**src/rtl/quad_encoder_gen.sv**
```systemverilog
`default_nettype none
// ============================================================================
// Module   : quad_encoder_gen
// Purpose  : Emulates a rotary quadrature encoder with push switch. Rotation
//            commands emit N detent steps as a four-phase Gray sequence on
//            oA/oB. Press commands pull oSW low for a fixed hold time.
// Revision : 1.0 - initial release
// ============================================================================
module quad_encoder_gen #(
  parameter int PHASE_TICKS = 50000,
  parameter int PRESS_TICKS = 100000,
  parameter int GAP_TICKS   = 50000
) (
  input  logic       clk,
  input  logic       rst,
  input  logic       cmd_valid,
  input  logic       cmd_dir,
  input  logic [7:0] cmd_count,
  output logic       cmd_ready,
  input  logic       press_valid,
  output logic       press_ready,
  output logic       oA,
  output logic       oB,
  output logic       oSW,
  output logic       busy,
  output logic       done
);

  // Tick counters are sized for the longest of the three intervals.
  localparam int MAX_RG = (PHASE_TICKS > GAP_TICKS) ? PHASE_TICKS : GAP_TICKS;
  localparam int MAX_T  = (MAX_RG > PRESS_TICKS) ? MAX_RG : PRESS_TICKS;
  localparam int TW     = (MAX_T > 1) ? $clog2(MAX_T) : 1;

  localparam logic [TW-1:0] C_PH_LAST  = TW'(PHASE_TICKS - 1);
  localparam logic [TW-1:0] C_GAP_LAST = TW'(GAP_TICKS - 1);
  localparam logic [TW-1:0] C_PR_LAST  = TW'(PRESS_TICKS - 1);

  typedef enum logic [2:0] {
    S_IDLE = 3'd0,
    S_PH1  = 3'd1,
    S_PH2  = 3'd2,
    S_PH3  = 3'd3,
    S_PH4  = 3'd4,
    S_GAP  = 3'd5
  } rot_state_t;

  typedef enum logic {
    P_IDLE = 1'b0,
    P_HOLD = 1'b1
  } press_state_t;

  rot_state_t   rstate_q, rstate_d;
  press_state_t pstate_q, pstate_d;
  logic [TW-1:0] tick_q, tick_d;
  logic [TW-1:0] ptick_q, ptick_d;
  logic [7:0]    rem_q, rem_d;
  logic          dir_q, dir_d;
  logic          ready_q, ready_d;
  logic          done_q, done_d;
  logic          busy_q, busy_d;
  logic          a_q, b_q, sw_q;
  logic [1:0]    w_pins;
  logic          w_cmd_acc, w_press_acc;

  // Pin pattern for a rotation state; CCW is CW with A and B swapped, so the
  // sequence stays Gray-coded in both directions (idle/gap/PH4 are all 00).
  function automatic logic [1:0] f_pins(input rot_state_t s, input logic dir);
    logic [1:0] cw;
    case (s)
      S_PH1:   cw = 2'b10;
      S_PH2:   cw = 2'b11;
      S_PH3:   cw = 2'b01;
      default: cw = 2'b00;
    endcase
    return dir ? {cw[0], cw[1]} : cw;
  endfunction

  // ready_q is high only when both channels idle. A simultaneous rotation
  // request masks press_ready so rotation wins arbitration.
  assign w_cmd_acc   = cmd_valid & ready_q;
  assign w_press_acc = press_valid & ready_q & ~cmd_valid;

  // Next-state logic for the rotation and press channels.
  always_comb begin
    rstate_d = rstate_q;
    pstate_d = pstate_q;
    tick_d   = tick_q + TW'(1);
    ptick_d  = ptick_q + TW'(1);
    rem_d    = rem_q;
    dir_d    = dir_q;
    done_d   = 1'b0;

    case (rstate_q)
      S_IDLE: begin
        tick_d = '0;
        if (w_cmd_acc) begin
          dir_d = cmd_dir;
          rem_d = cmd_count;
          if (cmd_count == 8'd0) begin
            done_d = 1'b1;
          end else begin
            rstate_d = S_PH1;
          end
        end
      end
      S_PH1, S_PH2, S_PH3: begin
        if (tick_q == C_PH_LAST) begin
          tick_d   = '0;
          rstate_d = rot_state_t'(rstate_q + 3'd1);
        end
      end
      S_PH4: begin
        if (tick_q == C_PH_LAST) begin
          tick_d = '0;
          rem_d  = rem_q - 8'd1;
          if (rem_q == 8'd1) begin
            rstate_d = S_IDLE;
            done_d   = 1'b1;
          end else begin
            rstate_d = S_GAP;
          end
        end
      end
      S_GAP: begin
        if (tick_q == C_GAP_LAST) begin
          tick_d   = '0;
          rstate_d = S_PH1;
        end
      end
      default: begin
        tick_d   = '0;
        rstate_d = S_IDLE;
      end
    endcase

    case (pstate_q)
      P_IDLE: begin
        ptick_d = '0;
        if (w_press_acc) begin
          pstate_d = P_HOLD;
        end
      end
      default: begin
        if (ptick_q == C_PR_LAST) begin
          ptick_d  = '0;
          pstate_d = P_IDLE;
          done_d   = 1'b1;
        end
      end
    endcase

    ready_d = (rstate_d == S_IDLE) && (pstate_d == P_IDLE);
    busy_d  = ~ready_d;
    w_pins  = f_pins(rstate_d, dir_d);
  end

  // State and registered outputs; reset forces the safe idle pin levels.
  always_ff @(posedge clk or posedge rst) begin
    if (rst) begin
      rstate_q <= S_IDLE;
      pstate_q <= P_IDLE;
      tick_q   <= '0;
      ptick_q  <= '0;
      rem_q    <= 8'd0;
      dir_q    <= 1'b0;
      ready_q  <= 1'b0;
      done_q   <= 1'b0;
      busy_q   <= 1'b0;
      a_q      <= 1'b0;
      b_q      <= 1'b0;
      sw_q     <= 1'b1;
    end else begin
      rstate_q <= rstate_d;
      pstate_q <= pstate_d;
      tick_q   <= tick_d;
      ptick_q  <= ptick_d;
      rem_q    <= rem_d;
      dir_q    <= dir_d;
      ready_q  <= ready_d;
      done_q   <= done_d;
      busy_q   <= busy_d;
      a_q      <= w_pins[1];
      b_q      <= w_pins[0];
      sw_q     <= (pstate_d != P_HOLD);
    end
  end

  assign cmd_ready   = ready_q;
  assign press_ready = ready_q & ~cmd_valid;
  assign oA          = a_q;
  assign oB          = b_q;
  assign oSW         = sw_q;
  assign busy        = busy_q;
  assign done        = done_q;

endmodule
`default_nettype wire

```
**config.mk**
```make
export PLATFORM = sky130hd
export DESIGN_NAME = quad_encoder_gen
export DESIGN_NICKNAME = d
export VERILOG_FILES = /design/src/rtl/quad_encoder_gen.sv
export SDC_FILE = /design/constraint.sdc
export NUM_CORES = 1
export LEC_CHECK = 0
export ABC_AREA = 1
export CAP_MARGIN = 20
export CORE_ASPECT_RATIO = 0.7
export CORE_MARGIN = 1.5
export CORE_UTILIZATION = 50
export CTS_CLUSTER_DIAMETER = 80
export DETAILED_ROUTE_END_ITERATION = 12
export PLACE_DENSITY = 0.69
export SYNTH_ARGS = -nofsm -noshare
export SYNTH_HDL_FRONTEND = slang
export SYNTH_SLANG_ARGS = --single-unit
```
**constraint.sdc**
```tcl
create_clock -name clk -period 2.7 [get_ports clk]
set_input_delay 0.27 -clock clk [delete_from_list [all_inputs] [get_ports clk]]
set_output_delay 0.27 -clock clk [all_outputs]
set_load 0.05 [all_outputs]
```
After elaboration in Yosys (flattened, before gate mapping)
Index checks and enable logic that the tools add are counted.
{"block": "word_totals", "out_inout_bits": 7, "ff_bits": 53, "in_bits": 13, "word_cells": 72}
{"block": "classes", "add_sub_neg": 4, "eq_ne": 13, "n_bitwise": 7, "muxes": 28, "reduce_logical": 8}
{"operator": "two-way mux 17 bit", "count": 4}
{"operator": "adder 17 x 1 -> 17 bit (second input constant)", "count": 2}
{"operator": "two-way mux 3 bit", "count": 6}
{"operator": "equality test 17 x 16 -> 1 bit (second input constant)", "count": 1}
{"operator": "equality test 17 bit (second input constant)", "count": 1}
{"operator": "two-way mux 8 bit", "count": 2}
{"operator": "case mux 8 bit (2 select lines)", "count": 1}
{"operator": "equality test 3 x 2 -> 1 bit (second input constant)", "count": 4}
{"operator": "case mux 3 bit (4 select lines)", "count": 1}
{"operator": "two-way mux 1 bit", "count": 11}
{"operator": "equality test 8 x 1 -> 1 bit (second input constant)", "count": 1}
{"operator": "logical NOT 8 bit", "count": 1}
{"operator": "subtractor 8 x 1 -> 8 bit (second input constant)", "count": 1}
{"operator": "equality test 3 x 1 -> 1 bit (second input constant)", "count": 2}
{"operator": "equality test 3 bit (second input constant)", "count": 2}
{"operator": "logical NOT 3 bit", "count": 2}
{"operator": "case mux 2 bit (3 select lines)", "count": 1}
{"operator": "OR reduction 5 bit", "count": 1}
{"operator": "bitwise AND 1 bit", "count": 4}
{"operator": "!= test 2 bit (second input constant)", "count": 2}
{"operator": "adder 3 x 1 -> 3 bit (second input constant)", "count": 1}
{"operator": "inverter 1 bit", "count": 3}
{"operator": "AND reduction 3 bit", "count": 1}
{"operator": "OR reduction 3 bit", "count": 1}
{"operator": "4 further kinds", "count": 4}

Depth between registers and ports, before layout
{"block": "logic_depth", "word_depth": 7, "ltp_mapped": 13, "mapped_depth_nobuf": 13}

Worst setup path before layout
OpenSTA, ideal clock, no wires.
{"block": "synth_path", "path_type": "register -> register", "start": "register ready_q, in the netlist cmd_ready", "end": "register ready_q, in the netlist cmd_ready", "path_stages_with_launch": 6, "path_slack_ns": 0.717, "n_path_buf": 0, "synth_period_minus_slack_ns": 1.983, "required_ns": 2.565, "setup_time_ns": 0.135, "t_arrival_ns": 1.848, "path_cell_list": "dfrtp_1 > inv_1 > nor2_1 > nand2_1 > o21ai_1 > nor3_4"}
{"block": "synth_via", "elab_chain_len": 6, "elab_cells_between_ends": 10, "classes_between": "mux: 4; bitwise: 4; reduce/logical: 2"}
{"item": "start: declaration", "line": "58", "source": "logic ready_q, ready_d;"}
{"item": "start signal: assignment", "line": "179", "source": "ready_q <= ready_d;"}
{"item": "bitwise AND 1 bit (2 in series)", "line": "81", "source": "assign w_press_acc = press_valid & ready_q & ~cmd_valid;"}
{"item": "two-way mux 1 bit", "line": "139", "source": "if (w_press_acc) begin"}
{"item": "two-way mux 1 bit", "line": "136", "source": "case (pstate_q)"}
{"item": "named net pstate_d", "line": "53", "source": "press_state_t pstate_q, pstate_d;"}
{"item": "inverter 1 bit", "line": "152", "source": "ready_d = (rstate_d == S_IDLE) && (pstate_d == P_IDLE);"}
{"item": "logical AND 1 bit", "line": "152"}
{"item": "named net ready_d", "line": "58"}
The timed path passes the listed nets, and every way through them passes these cells.
A chain may end at the register's enable or synchronous reset.

Worst setup path after layout
{"block": "layout_path", "start": "register tick_q[0]", "end": "register busy_q, in the netlist busy"}
{"block": "layout_via", "elab_chain_len": 6, "elab_cells_between_ends": 8, "classes_between": "eq/ne: 1; mux: 4; bitwise: 1; reduce/logical: 2"}
{"item": "start: declaration", "line": "54", "source": "logic [TW-1:0] tick_q, tick_d;"}
{"item": "start signal: assignment", "line": "175", "source": "tick_q <= tick_d;"}
{"item": "equality test 17 x 16 -> 1 bit *", "line": "107, 113, 125"}
{"item": "two-way mux 3 bit, on equally long branches", "line": "125, 107, 113"}
{"item": "case mux 3 bit (4 select lines) *", "line": "93", "source": "case (rstate_q)"}
{"item": "named net rstate_d[0]", "line": "52", "source": "rot_state_t rstate_q, rstate_d;"}
{"item": "logical NOT 3 bit *", "line": "152"}
{"item": "logical AND 1 bit *", "line": "152"}
{"item": "named net ready_d", "line": "58"}
{"item": "inverter 1 bit *", "line": "153", "source": "busy_d = ~ready_d;"}
{"item": "named net busy_d", "line": "60", "source": "logic busy_q, busy_d;"}
{"item": "end signal: assignment", "line": "181", "source": "busy_q <= busy_d;"}
{"item": "end: declaration", "line": "60"}
Mark *: on every way through the listed nets, which the timed path passes. The rest lies on a longest branch.

==> results.json <==
{
  "netlist_area_sq_mm": 0.00300,
  "dp_hpwl_um": 4370,
  "postCtsSetupBuffers": 0,
  "seqPwrFrac": 0.568,
  "p_per_area_mw_per_mm2": 411,
  "ys_top_cells_by_area": "dfrtp_1 (43%), nand2_1 (8.0%), inv_1 (6.4%)",
  "period_minus_slack_ns": 2.16,
  "combPwrFrac": 0.030,
  "fillerInstances": 526,
  "drc": 0,
  "gr-total-overflow": 0,
  "status": "finished clean",
  "finalSetupTns_ns": 0,
  "cts_resized": 0,
  "hold_path_class": "input pin to async pin",
  "clk_pin_slew_ns": 0.10,
  "start_util": 0.522,
  "row_count": 23,
  "synth_top_area_frac": 0.434,
  "syn-num-nets": 385,
  "cp.arrival_ns": 2.37,
  "synthFlopType": "dfrtp_1",
  "end_kind": "flop",
  "portBuffers": 19,
  "finalWirelength_um": 5740,
  "syn_inst": 362,
  "yosys_warnings": 0,
  "grt_first_pass_wirelength_um": 9690,
  "synth.avg_cell_area_sq_um": 8.29,
  "ys_seq_area_frac": 0.442,
  "numCtsBuffers": 5,
  "yosys.area.top_type": "dfrtp_1",
  "hold_buffers": 0,
  "hold_violations": 0,
  "final_max_slew_viol_count": 0,
  "p_sw_w": 0.000301,
  "clk_latency_ns": 0.31,
  "area_delta_synth_final_pct": 13.4,
  "vias": 2401,
  "io_pins": 20,
  "wire_per_inst_um": 12.4,
  "antenna_cells": 0,
  "maxCapViolations": 0,
  "synth_edf_count": 0,
  "start_kind": "flop",
  "p_int_w": 0.00110,
  "htree_levels": 2,
  "max-vdd-ir-drop_mv": 0.327,
  "grt_pass1_vias": 2227,
  "synthDistinctLibCells": 42,
  "crit_required_ns": 2.92,
  "gr-usage-all-layers": 0.193,
  "relSlewSlack": 0.596,
  "clkPwrFrac": 0.402,
  "swShare": 0.215,
  "fp.coreArea_sq_mm": 0.00576,
  "drt_iter0_markers": 137,
  "grt_max_degree": 32,
  "max_freq_ghz": 0.463,
  "final.setup_skew_ns": 0.00582,
  "clockBufferDepth": 2,
  "setup_slack_ns": 0.542,
  "tritoncts": "yes",
  "gp_congestion": 0.815,
  "dr.pass1.iters": 4,
  "finalSetupViolCount": 0,
  "via_per_inst": 5.19,
  "r2r_slack_ns": 0.54,
  "clock-sinks": 53,
  "dieArea_sq_mm": 0.00648,
  "fin_crit_sh": 0.799,
  "root_buffer": "clkbuf_8",
  "die_x_um": 95.6,
  "ys_seq_elements": 53,
  "critPathKind": "flop to flop",
  "die_h_um": 67.8,
  "worstMarginPinSlew_ns": 0.606,
  "synthArstFlopShare": 1.00,
  "critPathMaxFanout": 4,
  "pre_cts_ws_ns": 0.577,
  "drive_above_1_share": 0.119,
  "holdWs_ns": 0.337,
  "finalNetCount": 410,
  "leakagePower_nw": 1.56,
  "antenna_found_initial": 0,
  "ant_nets": 0,
  "rsz0062_at_grt": "false"
}
## critical path, stage by stage, from the launching register on
cell,delay [ns]
dfrtp_1,0.41
ha_1,0.25
nand3_4,0.13
inv_1,0.10
nand3_1,0.13
ha_1,0.30
nand2_1,0.06
o21ai_0,0.08
a21oi_1,0.14
nand2_1,0.12
inv_1,0.08
nand2_2,0.08
nor3_4,0.14
inv_2,0.04
## cell usage after synthesis, drive strengths merged, types with 3 or more instances
cell    count
nand2      71
a31oi       7
xnor2       3
ha         10
dfrtp      52
nor2       58
nor3b       3
nand3      22
inv        54
a21oi      12
o21ai      23
nor3       11
a211oi      3
buf         3
xor2        7
nand4       9
## per-layer routing
layer	track usage	share of wire
met3	0.0467	0.031
met5	0	0
met4	0.0423	0.0049
met2	0.307	0.45
met1	0.268	0.52
## logic make-up (layout without fill, tap and decap cells)
logic type               count (synthesis)  count (layout)  synth area share
AO/OA/AOI/OAI                           55              55             0.114
adder cells (fa/ha/maj)                 10              10            0.0417
flip-flops                              53              53             0.442
AND/OR/NAND/NOR                        176             176             0.298
XOR/XNOR                                10              10            0.0292
buffers and inverters                   58              84            0.0754
## final timing paths
| path | startpoint | end | cells after the start |
|---|---|---|---|
| worst min register to register | ptick_q[0] | ptick_q[0] | 1 |
| worst min-delay path | rst | tick_q[16] | 2 |
| max in group asynchronous | rst | rem_q[4] | 3 |
| worst max register to register | tick_q[0] | busy | 13 |
| min in group clk | ptick_q[0] | ptick_q[0] | 1 |
| worst max-delay path | tick_q[0] | busy | 13 |
## power groups by stage
stage | Sequential [W] | Combinational, W | Clock, W
2_1_floorplan | 0.000809 | 0.0000159 | 0
3_3_place_gp | 0.000809 | 0.0000435 | 0
3_5_place_dp | 0.000809 | 0.0000439 | 0
4_1_cts | 0.000793 | 0.0000438 | 0.000587
5_1_grt | 0.000793 | 0.0000479 | 0.000607
6_report | 0.000793 | 0.0000419 | 0.000563
## registers in the layout (all words and copies together), names as in the netlist
signal	flops
oA	1
cmd_ready	1
done	1
rem_q	8
oSW	1
tick_q	17
rstate_q	3
pstate_q	1
dir_q	1
ptick_q	17
oB	1
busy	1
## stage by stage
stage / power (W) / instances / area (sq um) / util
global placement: 0.000852 / 455 / 3280 / 0.571
finish: 0.00140 / 463 / 3400 / 0.591
floorplan: 0.000825 / 362 / 3000 / -
detailed placement: 0.000853 / 455 / 3280 / 0.571
global route: 0.00145 / 463 / 3400 / 0.591
CTS: 0.00142 / 463 / 3400 / 0.591
## cell usage in the layout (no fill, tap or decap), types with 4 or more instances in the layout
| cell | count |
|---|---|
| a21oi_1 | 11 |
| nor2_1 | 48 |
| nor2_2 | 6 |
| ha_1 | 10 |
| clkdlybuf4s50_1 | 19 |
| nand3_1 | 17 |
| inv_1 | 50 |
| dfrtp_1 | 52 |
| a31oi_1 | 7 |
| clkbuf_8 | 5 |
| nand2_1 | 64 |
| inv_2 | 4 |
| nor2_4 | 4 |
| nand2_2 | 5 |
| xor2_1 | 7 |
| nor3_1 | 9 |
| o21ai_0 | 18 |
| nand4_1 | 8 |
## layout make-up
type / instances / area, sq um / area share
well taps: 75 / 93.8 / 0.0276
clock buffers: 5 / 68.8 / 0.0202
clock inverters: 3 / 50.0 / 0.0147
repair buffers: 22 / 213 / 0.0625
inverters: 54 / 203 / 0.0596
multi-input cells: 251 / 1450 / 0.425
flip-flops and latches: 53 / 1330 / 0.390
No activity file was read; power rests on OpenSTA's default activity.
